$ cat src/rtl/mux2_arbiter_if.sv
// Handshake and data bundle between the two requesters and the shared 2-to-1 mux arbiter.
interface mux2_arbiter_if #(
  parameter int W = 1
);
  logic         req1;
  logic         req2;
  logic [W-1:0] x1;
  logic [W-1:0] x2;
  logic         gnt1;
  logic         gnt2;
  logic         s;
  logic [W-1:0] f;
  logic         valid;

  modport master (
    output req1, req2, x1, x2,
    input  gnt1, gnt2, s, f, valid
  );

  modport slave (
    input  req1, req2, x1, x2,
    output gnt1, gnt2, s, f, valid
  );
endinterface

$ cat src/rtl/mux2_arbiter.sv
// Round-robin arbiter for a shared 2-to-1 mux. It issues one-hot grants and drives the select.
// It registers the selected data with a valid flag, and a hold limit rotates the grant under contention.
module mux2_arbiter #(
  parameter int W        = 1,
  parameter int MAX_HOLD = 8
) (
  input  logic          clk,
  input  logic          reset,
  mux2_arbiter_if.slave bus
);
  typedef enum logic [1:0] {IDLE = 2'd0, G1 = 2'd1, G2 = 2'd2} state_t;

  localparam logic [7:0] HOLD_MAX  = 8'(MAX_HOLD);
  localparam logic [7:0] HOLD_LAST = 8'(MAX_HOLD) - 8'd1;
  localparam logic       HOLD_EN   = (MAX_HOLD != 0);

  state_t       state_r;
  state_t       next_state_s;
  logic [7:0]   hold_cnt_r;
  logic         last_served_r;   // 0: requester 1 served last, 1: requester 2
  logic         s_prev_r;
  logic         expire_s;
  logic         gnt1_s;
  logic         gnt2_s;
  logic         s_s;
  logic [W-1:0] f_r;
  logic         valid_r;

  // State, hold counter, fairness history and remembered select
  always_ff @(posedge clk or posedge reset) begin
    if (reset) begin
      state_r       <= IDLE;
      hold_cnt_r    <= 8'd0;
      last_served_r <= 1'b1;
      s_prev_r      <= 1'b0;
    end else begin
      state_r  <= next_state_s;
      s_prev_r <= s_s;
      if (next_state_s != state_r) begin
        hold_cnt_r <= 8'd0;
      end else if ((state_r != IDLE) && (hold_cnt_r != HOLD_MAX)) begin
        hold_cnt_r <= hold_cnt_r + 8'd1;
      end else begin
        hold_cnt_r <= hold_cnt_r;
      end
      if (state_r == G1) begin
        last_served_r <= 1'b0;
      end else if (state_r == G2) begin
        last_served_r <= 1'b1;
      end else begin
        last_served_r <= last_served_r;
      end
    end
  end

  // Next-state selection. A counter that saturated during a solo hold
  // still expires as soon as the other side starts asking.
  always_comb begin
    next_state_s = state_r;
    expire_s     = HOLD_EN && (hold_cnt_r >= HOLD_LAST);
    case (state_r)
      IDLE: begin
        if (bus.req1 && bus.req2) begin
          next_state_s = last_served_r ? G1 : G2;
        end else if (bus.req1) begin
          next_state_s = G1;
        end else if (bus.req2) begin
          next_state_s = G2;
        end else begin
          next_state_s = IDLE;
        end
      end
      G1: begin
        if (!bus.req1) begin
          next_state_s = bus.req2 ? G2 : IDLE;
        end else if (bus.req2 && expire_s) begin
          next_state_s = G2;
        end else begin
          next_state_s = G1;
        end
      end
      G2: begin
        if (!bus.req2) begin
          next_state_s = bus.req1 ? G1 : IDLE;
        end else if (bus.req1 && expire_s) begin
          next_state_s = G1;
        end else begin
          next_state_s = G2;
        end
      end
      default: next_state_s = IDLE;
    endcase
  end

  // Grant and select decode
  always_comb begin
    gnt1_s = 1'b0;
    gnt2_s = 1'b0;
    s_s    = s_prev_r;
    case (state_r)
      G1: begin
        gnt1_s = 1'b1;
        s_s    = 1'b0;
      end
      G2: begin
        gnt2_s = 1'b1;
        s_s    = 1'b1;
      end
      default: begin
        gnt1_s = 1'b0;
        gnt2_s = 1'b0;
        s_s    = s_prev_r;
      end
    endcase
  end

  // Registered mux output, one cycle behind the grant
  always_ff @(posedge clk or posedge reset) begin
    if (reset) begin
      f_r     <= {W{1'b0}};
      valid_r <= 1'b0;
    end else begin
      case (state_r)
        G1: begin
          f_r     <= bus.x1;
          valid_r <= 1'b1;
        end
        G2: begin
          f_r     <= bus.x2;
          valid_r <= 1'b1;
        end
        default: begin
          f_r     <= f_r;
          valid_r <= 1'b0;
        end
      endcase
    end
  end

  assign bus.gnt1  = gnt1_s;
  assign bus.gnt2  = gnt2_s;
  assign bus.s     = s_s;
  assign bus.f     = f_r;
  assign bus.valid = valid_r;
endmodule

$ cat src/flat_wrapper.sv
// flat-port wrapper written by rule: the top's interface ports become plain ports
module mux2_arbiter_flat 
#(
  parameter int W        = 1,
  parameter int MAX_HOLD = 8
)
  (clk, reset, bus_req1, bus_req2, bus_x1, bus_x2, bus_gnt1, bus_gnt2, bus_s, bus_f, bus_valid);
  mux2_arbiter_if #(.W(W)) bus_i ();
  input  logic clk;
  input  logic reset;
  input wire logic [$bits(bus_i.req1)-1:0] bus_req1;
  input wire logic [$bits(bus_i.req2)-1:0] bus_req2;
  input wire logic [$bits(bus_i.x1)-1:0] bus_x1;
  input wire logic [$bits(bus_i.x2)-1:0] bus_x2;
  output wire logic [$bits(bus_i.gnt1)-1:0] bus_gnt1;
  output wire logic [$bits(bus_i.gnt2)-1:0] bus_gnt2;
  output wire logic [$bits(bus_i.s)-1:0] bus_s;
  output wire logic [$bits(bus_i.f)-1:0] bus_f;
  output wire logic [$bits(bus_i.valid)-1:0] bus_valid;
  assign bus_i.req1 = bus_req1;
  assign bus_i.req2 = bus_req2;
  assign bus_i.x1 = bus_x1;
  assign bus_i.x2 = bus_x2;
  assign bus_gnt1 = bus_i.gnt1;
  assign bus_gnt2 = bus_i.gnt2;
  assign bus_s = bus_i.s;
  assign bus_f = bus_i.f;
  assign bus_valid = bus_i.valid;
  mux2_arbiter #(.W(W), .MAX_HOLD(MAX_HOLD)) u_core (.clk(clk), .reset(reset), .bus(bus_i));
endmodule
$ cat config.mk
export PLATFORM = sky130hd
export DESIGN_NAME = mux2_arbiter_flat
export DESIGN_NICKNAME = d
export VERILOG_FILES = /design/src/rtl/mux2_arbiter_if.sv /design/src/rtl/mux2_arbiter.sv /design/src/flat_wrapper.sv
export SDC_FILE = /design/constraint.sdc
export NUM_CORES = 1
export LEC_CHECK = 0
export ABC_AREA = 1
export ABC_CLOCK_PERIOD_IN_PS = 2700
export CAP_MARGIN = 30
export CORE_ASPECT_RATIO = 1.2
export CORE_MARGIN = 2
export CORE_UTILIZATION = 40
export CTS_CLUSTER_SIZE = 20
export DETAILED_ROUTE_END_ITERATION = 12
export DONT_BUFFER_PORTS = 1
export PLACE_DENSITY_LB_ADDON = 0.3
export SYNTH_ARGS = -nofsm -noshare
export SYNTH_HDL_FRONTEND = slang
export SYNTH_SLANG_ARGS = --single-unit
export TNS_END_PERCENT = 50
$ cat constraint.sdc
create_clock -name clk -period 2.7 [get_ports clk]
set_input_delay 0.405 -clock clk [delete_from_list [all_inputs] [get_ports clk]]
set_output_delay 0.405 -clock clk [all_outputs]
set_load 0.005 [all_outputs]
=== Word level (Yosys, flattened, before mapping) ===
Index checks and enable logic that the tools add are counted.

* Bits in registers: 14
* Input bits: 6

* Add/subtract/negate cells: 1
* $lt $le $gt $ge: 1
* Equality and inequality tests: 4
* Mux-type cells: 19
* Reduce and logical (&&, ||, !) cells: 9

{| class="wikitable"
|+ Operator list
! kind !! count
|-
| 2-bit two-way mux || 8
|-
| 8-bit two-way mux || 2
|-
| 8-bit by 1-bit adder with 8-bit output, second input constant || 1
|-
| 8-bit by 3-bit >= comparator with 1-bit output, second input constant || 1
|-
| 8-bit by 4-bit != test with 1-bit output, second input constant || 1
|-
| 1-bit two-way mux || 6
|-
| 2-bit case mux with 3 select lines || 1
|-
| 2-bit nonzero test || 3
|-
| 1-bit logical AND || 4
|-
| 1-bit case mux with 2 select lines || 2
|-
| 2-bit by 1-bit == test with 1-bit output, second input constant || 1
|-
| 2-bit == test, second input constant || 1
|-
| 2-bit zero test || 1
|-
| 2-bit != test || 1
|-
| 2-bit OR reduction || 1
|}

=== Logic depth before layout (Yosys ltp) ===
* Word-level depth: 7
* Mapped depth: 12

=== Worst setup path before layout ===
OpenSTA, ideal clock, no wires.

* Path kind: reg-to-reg
* Start: reg u_core.hold_cnt_r[0]
* End: reg u_core.hold_cnt_r[2]
* Setup time: 0.126 ns
* Arrival time: 1.455 ns
* Setup slack: 1.119 ns
* Stages on the path, launching flop included: 12
* Buffers on the path: 0
* Cells stage by stage: dfrtp_1 > ha_1 > nand2_1 > nand2_1 > o21ai_1 > nand2_1 > nand3_1 > nand3_1 > nand2_1 > nand2_1 > nand2_4 > nor2_2

* Word-level cells in the longest chain between the ends: 7
* Elaborated cells on any way between the ends: 15
* Those cells by class: add/sub (1); order compare (1); eq/ne (2); mux (7); reduce/logical (4)

{| class="wikitable"
|+ RTL lines
! element !! line !! RTL
|-
| start, declared || mux2_arbiter.sv:19 || <nowiki>logic [7:0] hold_cnt_r;</nowiki>
|-
| start signal, assigned || mux2_arbiter.sv:42 || <nowiki>hold_cnt_r <= hold_cnt_r + 8'd1;</nowiki>
|-
| start signal, assigned || mux2_arbiter.sv:44 || <nowiki>hold_cnt_r <= hold_cnt_r;</nowiki>
|-
| 8-bit by 3-bit >= comparator with 1-bit output || mux2_arbiter.sv:60 || <nowiki>expire_s = HOLD_EN && (hold_cnt_r >= HOLD_LAST);</nowiki>
|-
| 1-bit logical AND, on equally long branches || mux2_arbiter.sv:85, mux2_arbiter.sv:76 ||
|-
| 2-bit two-way mux, on equally long branches || mux2_arbiter.sv:85, mux2_arbiter.sv:76 ||
|-
| 2-bit two-way mux, on equally long branches || mux2_arbiter.sv:83, mux2_arbiter.sv:74 ||
|-
| 2-bit case mux with 3 select lines || mux2_arbiter.sv:61 || <nowiki>case (state_r)</nowiki>
|-
| 2-bit != test || mux2_arbiter.sv:39 || <nowiki>if (next_state_s != state_r) begin</nowiki>
|-
| 8-bit two-way mux or 2-bit nonzero test (tied branches) || - ||
|}

Several ways; a longest one is shown, not always the timed one. The select of a mux whose other input is x is not followed.
A chain may end at the register's enable or synchronous reset.

=== Worst setup path in the final report ===
* Start: reg u_core.state_r[1]
* End: out bus_s

* Word-level cells in the longest chain between the ends: 2
* Elaborated cells on any way between the ends: 3
* Those cells by class: eq/ne (2); mux (1)

{| class="wikitable"
|+ RTL lines
! element !! line !! RTL
|-
| start, declared || mux2_arbiter.sv:17 || <nowiki>state_t state_r;</nowiki>
|-
| start signal, assigned || mux2_arbiter.sv:37 || <nowiki>state_r <= next_state_s;</nowiki>
|-
| 2-bit == test or 2-bit by 1-bit == test with 1-bit output (tied branches) || mux2_arbiter.sv:100 || <nowiki>case (state_r)</nowiki>
|-
| 1-bit case mux with 2 select lines * || mux2_arbiter.sv:100 ||
|-
| end, declared || flat_wrapper.sv:17 || <nowiki>output wire logic [$bits(bus_i.s)-1:0] bus_s;</nowiki>
|}

Mark *: on every way between the ends. The rest lies on a longest branch, timed or not.

==> summary.md <==
| Metric | Value |
|---|---|
| Pin count of the biggest net entering global routing | `15` |
| Initial antenna violation count | `0` |
| Adder-Cell Fraction of Synth Area | `8.310%` |
| Top-level port count | `11` |
| # diodes | `0` |
| Number of DRC markers in iteration 0 | `12` |
| # port buffers | `0` |
| GRT Util Overall | `14.21%` |
| Clk_lat worst skew | `0.27 ns` |
| Hold_buf cts | `0` |
| LEAKAGE | `0.5078 nW` |
| XOR/XNOR Fraction of Synth Area | `2.909%` |
| Max_cap viols | `0` |
| Max Freq | `541.7 MHz` |
| Post-Layout Inst Area | `977.2 sq um` |
| Vias per cell | `4.644` |
| Sw Ratio | `42.97%` |
| Seq cells post-synth | `14` |
| Period utilization | `68.37%` |
| Yosys cell types | `21` |
| Clock skew after layout | `0.001472 ns` |
| Core Region | `0.002095 sq mm` |
| Internal Power | `0.4728 mW` |
| Final core utilization | `46.65%` |
| Setup TNS | `0 ns` |
| Detailed Place HPWL | `1280 microns` |
| DRC Markers | `0` |
| Antenna-violating nets left | `0` |
| Final setup viols | `0` |
| Post-DP Area | `940.9 sq um` |
| Syn nets | `127` |
| RSZ-0062 raised after global routing | `no` |
| CTS Buffer Depth | `2` |
| Die Wd | `47.38 microns` |
| Data arrival time of the critical path | `1.44 ns` |
| YS warnings | `0` |
| CP Class | `reg2out` |
| Post-CTS Setup Bufs | `0` |
| Clock power frac | `17.5%` |
| Clock H-tree levels | `1` |
| TritonCTS clock tree | `done` |
| Worst hold-check path type | `in2async` |
| CTS Root Cell | `clkbuf_4` |
| Worst-path clk slew | `0.08 ns` |
| Congestion Overflow GR | `0` |
| Critical path launch point type | `flop` |
| Share of layout cells above drive strength 1 | `20.17%` |
| Combinational group share of total power | `46.0%` |
| Post-Synth Simple-Gate Area | `37.26%` |
| Mux share of post-synthesis cell area | `0%` |
| Worst EP required | `2.30 ns` |
| Inserted Clock Buffers | `3` |
| Largest family of logic cells by synthesized area | `simple AND/OR/NAND/NOR gates` |
| Resized cells post-CTS | `0` |
| Seq pwr share | `36.5%` |
| Avg Cell Area, Syn | `7.855 sq um` |
| VDD IR max | `0.5031 mV` |
| Status | `completed` |
| Minimum clock period | `1.846 ns` |
| Hold Vio Cnt, Final | `0` |
| Vias in the first global route | `681` |
| Final wirelength | `1579 microns` |
| Worst Max-Slew Pin Slew | `0.4947 ns` |
| Slew HR | `66.99%` |
| FF-to-FF path depth | `12` |
| # nets final | `132` |
| RePlAce Congestion | `0.7654` |
| Post-DR wirelength/cell | `10.60 microns` |
| Routed vias | `692` |
| DIE HEIGHT | `56.06 microns` |
| Gate Count Post-Synth | `115` |
| Layout area overhead | `8.172%` |
| CP endpoint kind | `output pin` |
| Net Switching | `0.3562 mW` |
| Power density over the cells | `848.3 mW/mm^2` |
| Global-route wire length before repair | `2725 microns` |
| Slew Limit Fails | `0` |
| Initial Util | `43.13%` |
| Synth Cell Area | `903.4 sq um` |
| Crit Path Max Fanout | `7` |
| Sequential fraction of the synthesis area | `38.92%` |
| Compound-cell area share of the yosys netlist | `4.294%` |
| Die ar. | `0.002656 sq mm` |
| Site Rows | `18` |
| CTS sink count | `14` |
| DR pass1 iterations | `4` |
==> registers in the layout (all words and copies together), names as in the netlist <==
signal and cells:
u_core.state_r 2, u_core.bus.f 1, u_core.s_prev_r 1, u_core.bus.valid 1
u_core.last_served_r 1, u_core.hold_cnt_r 8
==> synthesized netlist by cell type, drive strengths merged <==
cell type  number  area [sq um]
o31ai           1         7.510
nand3           8         45.04
xor2            2         17.52
dfrtp          13         325.3
o21ai           3         15.01
a21oi           2         10.01
inv            20         75.07
ha              6         75.07
nand2          32         132.6
a31oi           1         6.260
nand4           6         50.04
xnor2           1         8.760
dfstp           1         26.28
nor2           19         108.9
==> cell families (layout without fill, tap and decap cells) <==
kind of cell | Yosys count | after routing
AND/OR/NAND/NOR | 65 | 65
buffers and inverters | 20 | 24
flip-flops | 14 | 14
AO/OA/AOI/OAI | 7 | 7
adder cells (fa/ha/maj) | 6 | 6
XOR/XNOR | 3 | 3
==> power by group through the flow <==
stage	sequential, mW	clock [mW]	combinational [mW]
final	0.302	0.145	0.382
after floorplan	0.297	0	0.323
after global routing	0.309	0.158	0.441
after CTS	0.303	0.151	0.391
after detailed placement	0.305	0	0.389
after global placement	0.305	0	0.377
==> layout make-up <==
cell class                 instances  area [sq um]
clock buffer                       4         36.28
tap                               30         37.54
fill                             212          1117
inverter                          20         75.07
sequential                        14         351.6
multi-input combinational         81         476.7
==> stage by stage <==
stage	std cells	worst slack, ns	power (mW)	hold WS [ns]
floorplan	115	1.119	0.6200	0.2935
global route	149	0.7150	0.9086	0.08070
global placement	145	1.037	0.6823	0.3411
CTS	149	0.8287	0.8446	0.04338
detailed placement	145	0.9839	0.6941	0.3511
finish	149	0.8540	0.8289	0.03582
==> cells in the final DEF (no fill, tap or decap), types with 2 or more instances in the layout <==
| cell | synthesis | routed |
|---|---|---|
| nor2_1 | 6 | 6 |
| inv_1 | 20 | 20 |
| nand2_2 | 2 | 2 |
| o21ai_1 | 2 | 2 |
| dfrtp_1 | 13 | 13 |
| clkbuf_4 | 0 | 3 |
| nand3_1 | 7 | 7 |
| nor2_2 | 12 | 12 |
| a21oi_1 | 2 | 2 |
| nand4_1 | 4 | 4 |
| nand2_1 | 29 | 29 |
| xor2_1 | 2 | 2 |
| nand4_2 | 2 | 2 |
| ha_1 | 6 | 6 |
==> routing by layer <==
layer  vias up  routed length (microns)  GRT usage [%]
met2        10                      820          23.36
met1       315                      706          17.45
met3         2                       40          1.299
met4         0                       12          7.143
li1        365                        -              -
met5         -                        0              0
==> path summary, 6_finish.rpt <==
path                                           start                    to  slack, ns
worst max-delay path               u_core.state_r[1]                 bus_s       0.85
worst min-delay path                           reset     u_core.state_r[1]       0.04
worst max register to register  u_core.hold_cnt_r[0]  u_core.hold_cnt_r[6]       0.98
worst min register to register  u_core.last_served_r  u_core.last_served_r       0.53
max in group asynchronous                      reset  u_core.last_served_r       2.31
min in group clk                              bus_x1          u_core.bus.f       0.27
==> worst max-delay path, stage by stage, from the launching register on <==
cell	delay, ns
dfrtp_1	0.40
inv_1	0.10
ha_1	0.40
nor2_1	0.08
a21oi_1	0.19
(Power assumes the default switching activity.)
